## config.mk

```make
export PLATFORM = sky130hd
export DESIGN_NAME = led_scan_controller
export DESIGN_NICKNAME = d
export VERILOG_FILES = /design/src/rtl/led_scan_pkg.sv /design/src/rtl/led_frame_buffer.sv /design/src/rtl/led_scan_controller.sv
export SDC_FILE = /design/constraint.sdc
export NUM_CORES = 1
export LEC_CHECK = 0
export CAP_MARGIN = 20
export CORE_UTILIZATION = 53
export DETAILED_ROUTE_END_ITERATION = 8
export PLACE_DENSITY = 0.84
export SYNTH_ARGS = -nofsm -noshare
export SYNTH_HDL_FRONTEND = slang
export SYNTH_HIERARCHICAL = 1
export SYNTH_SLANG_ARGS = --single-unit
```

## constraint.sdc

```tcl
create_clock -name clk -period 5.6 [get_ports clk]
set_clock_uncertainty 0.15 [all_clocks]
set_input_delay 1.12 -clock clk [delete_from_list [all_inputs] [get_ports clk]]
set_output_delay 1.12 -clock clk [all_outputs]
set_load 0.01 [all_outputs]
```

## src/rtl/led_scan_pkg.sv

```systemverilog
// led_scan_pkg: shared scan-state encoding and counter sizing for the LED scan controller
package led_scan_pkg;
  typedef enum logic [1:0] {S_IDLE, S_BLANK, S_ON} state_e;
  function automatic int cnt_w(input int blank, input int dwell);
    int m;
    m = blank > dwell ? blank : dwell;
    return m > 1 ? $clog2(m) : 1;
  endfunction
endpackage

```

## src/rtl/led_frame_buffer.sv

```systemverilog
// led_frame_buffer: one-deep pending slot plus displayed-frame register, swapped on request
import led_scan_pkg::*;
module led_frame_buffer #(
  parameter int W = 64
) (
  input  logic         clk,
  input  logic         rst,
  input  logic [W-1:0] cells_i,
  input  logic         valid_i,
  input  logic         swap_i,
  output logic         ready_o,
  output logic [W-1:0] cells_o
);
  logic [W-1:0] pend_q, disp_q;
  logic         full_q;
  logic         xfer, do_swap;
  assign ready_o = !full_q;
  assign xfer    = valid_i && !full_q;
  assign do_swap = swap_i && full_q;
  assign cells_o = disp_q;
  always_ff @(posedge clk) begin
    if (rst) begin
      pend_q <= '0;
      disp_q <= '0;
      full_q <= 1'b0;
    end else begin
      if (xfer) pend_q <= cells_i;
      if (do_swap) disp_q <= pend_q;
      full_q <= do_swap ? 1'b0 : (xfer ? 1'b1 : full_q);
    end
  end
endmodule

```

## src/rtl/led_scan_controller.sv

```systemverilog
// led_scan_controller: column scan FSM with blanking gap and frame-boundary double buffering
import led_scan_pkg::*;
module led_scan_controller #(
  parameter int N            = 8,
  parameter int DWELL_CYCLES = 4,
  parameter int BLANK_CYCLES = 1
) (
  input  logic                 clk,
  input  logic                 rst,
  input  logic                 run,
  input  logic [N*N-1:0]       cells_in,
  input  logic                 cells_valid,
  output logic                 cells_ready,
  output logic [$clog2(N):0]   x,
  output logic                 ena,
  output logic [N*N-1:0]       cells,
  output logic                 frame_done
);
  localparam int XW = $clog2(N) + 1;
  localparam int CW = cnt_w(BLANK_CYCLES, DWELL_CYCLES);
  localparam logic [CW-1:0] BL_LAST = CW'(BLANK_CYCLES - 1);
  localparam logic [CW-1:0] ON_LAST = CW'(DWELL_CYCLES - 1);
  localparam logic [XW-1:0] X_LAST  = XW'(N - 1);
  state_e        state_q, state_d;
  logic [CW-1:0] cnt_q, cnt_d;
  logic [XW-1:0] x_q, x_d;
  logic          fd_q, fd_d;
  logic          swap;
  logic          last_col;
  assign last_col = x_q == X_LAST;
  always_comb begin
    state_d = state_q;
    cnt_d   = cnt_q + 1'b1;
    x_d     = x_q;
    fd_d    = 1'b0;
    swap    = 1'b0;
    if (state_q == S_IDLE) begin
      cnt_d   = '0;
      x_d     = '0;
      swap    = 1'b1;
      state_d = run ? S_BLANK : S_IDLE;
    end else if (!run) begin
      state_d = S_IDLE;
      cnt_d   = '0;
      x_d     = '0;
    end else if (state_q == S_BLANK && cnt_q == BL_LAST) begin
      state_d = S_ON;
      cnt_d   = '0;
    end else if (state_q == S_ON && cnt_q == ON_LAST) begin
      state_d = S_BLANK;
      cnt_d   = '0;
      x_d     = last_col ? '0 : x_q + 1'b1;
      fd_d    = last_col;
      swap    = last_col;
    end
  end
  always_ff @(posedge clk) begin
    if (rst) begin
      state_q <= S_IDLE;
      cnt_q   <= '0;
      x_q     <= '0;
      fd_q    <= 1'b0;
    end else begin
      state_q <= state_d;
      cnt_q   <= cnt_d;
      x_q     <= x_d;
      fd_q    <= fd_d;
    end
  end
  assign x          = x_q;
  assign ena        = state_q == S_ON;
  assign frame_done = fd_q;
  led_frame_buffer #(.W(N*N)) u_fb (
    .clk     (clk),
    .rst     (rst),
    .cells_i (cells_in),
    .valid_i (cells_valid),
    .swap_i  (swap),
    .ready_o (cells_ready),
    .cells_o (cells)
  );
endmodule

```

==> results of run 1 <==
cells in the final DEF (no fill, tap or decap), drive strengths merged, types with 3 or more instances in the layout:
| master | n |
|---|---|
| buf | 7 |
| clkinv | 5 |
| nand2b | 130 |
| nand4bb | 60 |
| mux2i | 65 |
| dfxtp | 138 |
| clkbuf | 19 |
| inv | 7 |
| nor2 | 3 |
| o21ai | 65 |
| nand2 | 3 |
| clkdlybuf4s50 | 136 |
| nor2b | 3 |
| clkinvlp | 3 |
| ha | 3 |
| or4bb | 4 |
sequential cells by signal, indices dropped and copies added (netlist names):
name	count
frame_done	1
cnt_q	2
x	4
state_q	2
u_fb/pend_q	64
u_fb/cells_o	64
u_fb/full_q	1
cells by family (layout without fill, tap and decap cells):
kind of cell	count (synthesis)	in the layout	share of synthesized area (%)
adder cells (fa/ha/maj)	3	3	0.646
flip-flops	138	138	47.5
AO/OA/AOI/OAI	72	72	6.57
buffers and inverters	54	178	4.91
AND/OR/NAND/NOR	214	214	28.8
XOR/XNOR	2	2	0.302
multiplexers	65	65	11.2
how the worst min path moves through the flow:
stage,start,cells after the start,end
after global placement,cnt_q[0]$_SDFF_PP0_,1,cnt_q[0]$_SDFF_PP0_
after CTS,u_fb/pend_q[51]$_SDFFE_PP0P_,2,u_fb/cells_o[51]$_SDFFE_PP0P_
after global routing,u_fb/pend_q[1]$_SDFFE_PP0P_,2,u_fb/cells_o[1]$_SDFFE_PP0P_
final,cnt_q[0]$_SDFF_PP0_,1,cnt_q[0]$_SDFF_PP0_
after floorplan,cnt_q[0]$_SDFF_PP0_,1,cnt_q[0]$_SDFF_PP0_
after detailed placement,u_fb/cells_o[51]$_SDFFE_PP0P_,2,u_fb/cells_o[51]$_SDFFE_PP0P_
area by class of cell:
class,count,area share [%]
flip-flops and latches,138,35.8
multi-input cells,356,35.9
repair buffers,143,18.7
well taps,136,2.21
clock buffers,19,5.60
inverters,4,0.195
clock inverters,12,1.54
where the power goes:
group / total, mW / switching [mW] / internal, mW
Clock: 1.02 / 0.415 / 0.604
Sequential: 1.04 / 0.0158 / 1.02
Combinational: 0.232 / 0.102 / 0.130
layer usage:
layer  wire [um]  part of all wire (%)  global-route usage, %  vias to the layer above
met2        6310                    50                   37.2                      119
met4         119                  0.94                   7.24                        0
li1            -                     -                      -                     2131
met1        5640                    45                   29.8                     2062
met3         569                   4.5                   4.86                       10
met5           0                     0                      0                        -
per-stage QoR:
step / power [mW] / hold WS, ns / cells
2_1_floorplan: 1.20 / 0.282 / 548
4_1_cts: 2.31 / 0.319 / 807
5_1_grt: 2.38 / 0.342 / 808
6_report: 2.29 / 0.323 / 808
3_5_place_dp: 1.29 / 0.316 / 776
3_3_place_gp: 1.28 / 0.292 / 775
==> metrics.csv, run 1 <==
stage,metric,value,unit
sta,tightest_slew,0.857,ns
sta,timing.fmax,0.333,GHz
sta,timing.slew.headroom,42.8,%
setup_path,crit_type,reg -> out,
finish,areaGrowthSynthToFinish,32.8,%
cts,cts_resized,0,
cts,tritoncts.num_buffers,17,
synthesis,netlist_instances,548,
finish,antenna_fix_cells,0,
setup_path,reg2reg_to,u_fb/cells_o[27]$_SDFFE_PP0P_,
finish,finish.instance_area,7710,um^2
synthesis,postSynthAreaPerCell,10.6,um^2
place,gp_routability_congestion,0.782,
setup_path,cp-end-kind,primary output,
setup_path,reg2reg_slack,2.96,ns
route,drt-initial-drc-count,208,
sta,finalHoldViolations,0,
die,chipWidth,107,um
cts,max_root_sink_buffers,2,
setup_path,critical_path_depth,2,
setup_path,reg2reg_from,cnt_q[0]$_SDFF_PP0_,
finish,multiInputGateArea,2770,um^2
finish,sequential_cell_area,2760,um^2
sta,unrepaired_setup_endpoints_after_global_routing,false,
route,wirelength,12.6,mm
cts,ctsHoldBuffers,0,
run,timing.max_cap.violations,0,
die,initial_utilization,55.5,%
cts,worst_skew_pair.late_latency,0.50,ns
cts,clock_tree.root_cell,clkbuf_8,
synthesis,postSynth.asyncResetShare,0,%
route,detail_route.vias_per_cell,5.35,
synthesis,area_share_of_the_leading_cell_type_in_the_synthesized_netlist,47.5,%
grt,grt_start_max_net_pins,128,
route,final_antenna_net_count,0,
setup_path,timing.critical_path.buf_inv,1,
setup_path,timing.critical_path.slowest_cell_delay,0.53,ns
setup_path,critical-path-top-delay-family,buffers and inverters,
pwr,max-vdd-ir-drop,0.166,mV
sta,finalSetupViolCount,0,
finish,final_core_util,73.7,%
grt,initial_antenna_violation_count,0,
synthesis,synth_enable_flop_cells,0,
setup_path,worst_ep_arrival_time,1.73,ns
sta,timing_max_transition_violations_final,0,
synthesis,cell_area_after_synthesis,5810,um^2
route,drt_pass1_iterations,5,
cts,cts_tree,yes,
route,routedWlPerCell,15.6,um
finish,fillerInstances,779,
cts,cts.clk_slew.worst_paths,0.06,ns
cts,cts_setup_buffers,0,
synthesis,sequential_fraction_of_the_synthesis_area,47.5,%
sta,final_period_minus_worst_setup_slack,3.00,ns
die,floorplan.rows,37,
sta,period_share,53.6,%
grt,grt_first_pass_wirelength,20.6,mm
synthesis,synth_cell_types,35,
die,io-pin-count,139,
setup_path,setup.worst_path.start_class,flop,
sta,fin_setup_tns,0,ns
setup_path,timing.critical_path.slowest_stage_cell,clkdlybuf4s50_1,
synthesis,synth_warn,6,
synthesis,synth_area_leader_cell,dfxtp_1,
run_status,run_status,completed,
synthesis,synth.area.top_cells,"dfxtp_1, nand2b_1, nand4bb_1, mux2i_1, o21ai_0",
setup_path,reg2reg_depth,7,
cts,clock-sinks,138,
synthesis,postSynthRegisterBits,138,
place,dp_hpwl,7.72,mm
route,remaining_drc_errors,0,
pwr,p_per_cell_area,297,nW/um^2
die,die_y,107,um
setup_path,timing.critical_path.cells,"and2b_1, clkdlybuf4s50_1",
place,placed_instance_area,7140,um^2
worst_hold_path,worst_hold_path_type,reg -> reg,
finish,finish.net_count,731,
grt,grt_overflow,0,
sta,finalWorstSetupSlack,2.60,ns
place,post_place_setup_slack,2.43,ns
place,numPortBuffers,138,
grt,globalRouteTotalUtil,22.7,%
setup_path,cp_max_fo,8,
die,core_area,10500,um^2
die,full_die_area,11400,um^2
setup_path,critPathCapture,ena,
grt,grt_pass1_vias,4325,
route,num_vias,4322,
synthesis,yosysMostFrequentCell,dfxtp_1,
pwr,power_leakage,2.99,nW
synthesis,yosys-top-cells-count,"dfxtp_1, nand2b_1, mux2i_1, nand4bb_1, o21ai_0",
cts,cts_max_level,4,
synthesis,syn-num-nets,619,
synthesis,ys_dominant_reg_cell,dfxtp_1,
setup_path,crit_start,state_q[1]$_SDFFE_PP0P_,
setup_path,required,4.33,ns
finish,layout-drive-gt1-share,6.55,%
Power figures use the tool's default switching activity.
==> inputs of run 2 (changes only) <==
CORE_UTILIZATION = 50   (was 53)
PLACE_DENSITY = 0.8   (was 0.84)
clock period = 2.8 ns   (was 5.6 ns; I/O delays follow)
==> run 2 against run 1 <==
Compared with the run above:
- core utilization fell by 5.1 points
- combinational power increased by 100%
- cell area rose by 1.1%
- power rose by 110%
- via count rose by 0.25%
- global-route usage fell by 0.79 points
- sequential share of layout area decreased by 0.39 points
==> metrics.csv, run 2 (synthesis results as in run 1) <==
stage,metric,value,unit,change
pwr,power_leakage,3.04,nW,was 2.99 nW
route,routedWlPerCell,16.1,um,was 15.6 um
sta,hold_slack,0.324,ns,was 0.323 ns
route,drt-initial-drc-count,167,,was 208
sta,period_share,83.2,%,
route,wirelength,13.2,mm,was 12.6 mm
cts,cts_max_level,4,,unchanged
worst_hold_path,hold_path_startpoint,u_fb/cells_o[38]$_SDFFE_PP0P_,,was cnt_q[0]$_SDFF_PP0_
cts,cts.clk_slew.worst_paths,0.06,ns,about the same
finish,mostFrequentLayoutCells,"dfxtp_1, clkdlybuf4s50_1, nand2b_1, mux2i_1, nand4bb_1",,unchanged
place,dp_hpwl,8.18,mm,was 7.72 mm
pwr,p_per_cell_area,623,nW/um^2,was 297 nW/um^2
finish,layout_commonest_cell,dfxtp_1,,unchanged
finish,antenna_fix_cells,0,,unchanged
setup_path,required,2.09,ns,was 4.33 ns
route,final_antenna_net_count,0,,unchanged
finish,finish.net_count,734,,was 731
cts,max_root_sink_buffers,2,,unchanged
die,io-pin-count,139,,unchanged
cts,cts_tree,yes,,unchanged
setup_path,cp-end-kind,primary output,,unchanged
pwr,max-vdd-ir-drop,0.333,mV,was 0.166 mV
route,remaining_drc_errors,0,,unchanged
grt,grt_pass1_vias,4161,,was 4325
sta,unrepaired_setup_endpoints_after_global_routing,false,,unchanged
cts,cts_setup_buffers,0,,unchanged
grt,initial_antenna_violation_count,0,,unchanged
grt,grt_overflow,0,,unchanged
sta,finalSetupViolCount,0,,unchanged
sta,timing.fmax,0.429,GHz,
die,initial_utilization,51.1,%,was 55.5%
sta,timing.slew.headroom,56.6,%,was 42.8%
grt,grt_start_max_net_pins,106,,was 128
cts,clock_tree.root_cell,clkbuf_16,,was clkbuf_8
route,drt_pass1_iterations,4,,was 5
setup_path,setup.worst_path.start_class,flop,,unchanged
finish,layoutNonFillerInstCount,816,,was 808
cts,cts_resized,0,,unchanged
sta,finalHoldViolations,0,,unchanged
worst_hold_path,worst_hold_path_type,reg -> reg,,unchanged
cts,worst_skew_pair.late_latency,0.40,ns,was 0.50 ns
place,number_of_cells_in_the_design_after_placement,787,,was 776
setup_path,crit_start,state_q[1]$_SDFFE_PP0P_,,unchanged
place,gp_routability_congestion,0.763,,was 0.782
grt,grt_first_pass_wirelength,20.2,mm,was 20.6 mm
cts,tritoncts.num_buffers,17,,unchanged
finish,fillerInstances,886,,was 779
setup_path,crit_type,reg -> out,,unchanged
die,core_area,11400,um^2,was 10500 um^2
grt,globalRouteTotalUtil,21.9,%,was 22.7%
cts,clock-sinks,138,,unchanged
route,detail_route.vias_per_cell,5.31,,was 5.35
die,floorplan.rows,39,,was 37
die,full_die_area,12100,um^2,was 11400 um^2
die,die_y,110,um,was 107 um
cts,ctsHoldBuffers,0,,unchanged
finish,layout-drive-gt1-share,6.84,%,was 6.55%
finish,areaGrowthSynthToFinish,34.2,%,was 32.8%
place,numPortBuffers,138,,unchanged
route,num_vias,4333,,was 4322
die,chipWidth,110,um,was 107 um
sta,fin_setup_tns,0,ns,unchanged
setup_path,worst_ep_arrival_time,1.62,ns,was 1.73 ns
sta,timing_max_transition_violations_final,0,,unchanged
sta,tightest_slew,0.651,ns,was 0.857 ns
run,timing.max_cap.violations,0,,unchanged
run_status,run_status,completed,,unchanged
setup_path,reg2reg_from,cnt_q[0]$_SDFF_PP0_,,unchanged
setup_path,cp_max_fo,8,,unchanged
sta,final_period_minus_worst_setup_slack,2.33,ns,
## run 2: cell count changes in the layout (fill, tap and decap cells not counted), sizes merged
| cell | change |
|---|---|
| buf | +3 |
| bufinv | +3 |
| clkinvlp | -2 |
| inv | -2 |
| clkbuf | -1 |
## run 2: critical path: stages (launching register included)
cell,delay (ns)
dfxtp_1,0.49
and2b_1,0.19
clkdlybuf4s50_1,0.54
## run 2: cell type report
class / count / area, um^2 / share of cell area [%]
repair buffers: 146 / 1460 / 18.7
clock buffers: 18 / 439 / 5.63
flip-flops and latches: 138 / 2760 / 35.4
multi-input cells: 356 / 2770 / 35.5
inverters: 4 / 15.0 / 0.193
clock inverters: 11 / 173 / 2.21
well taps: 143 / 179 / 2.29
## run 2: path summary, 6_finish.rpt
| check | cells after the start | end | slack, ns |
|---|---|---|---|
| max | 2 | ena | 0.47 |
| min | 2 | u_fb/cells_o[38]$_SDFFE_PP0P_ | 0.32 |
| max reg2reg | 7 | u_fb/cells_o[22]$_SDFFE_PP0P_ | 0.47 |
| min reg2reg | 2 | u_fb/cells_o[38]$_SDFFE_PP0P_ | 0.32 |
## run 2: through the flow
step           utilization (%)  cell area (um^2)  power [mW]  worst slack [ns]
2_1_floorplan                -              5810        2.39             0.787
3_3_place_gp              63.2              7190        2.57             0.591
6_report                  68.6              7800        4.86             0.471
4_1_cts                   68.6              7800        4.90             0.432
3_5_place_dp              63.2              7190        2.58             0.489
5_1_grt                   68.6              7800        5.04             0.367
## run 2: where the power goes
group          internal, mW  leakage, nW  switching [mW]
Combinational         0.260         1.62           0.206
Clock                  1.50        0.298           0.811
Sequential             2.05         1.12          0.0312
Total                  3.81         3.04            1.05
## run 2: per-layer routing
layer / track usage (%) / up-vias / wire length [um]
met5: 0 / - / 0
met4: 8.76 / 0 / 242
met3: 6.46 / 16 / 656
met2: 36.0 / 100 / 6390
met1: 26.8 / 2081 / 5880
li1: - / 2136 / -
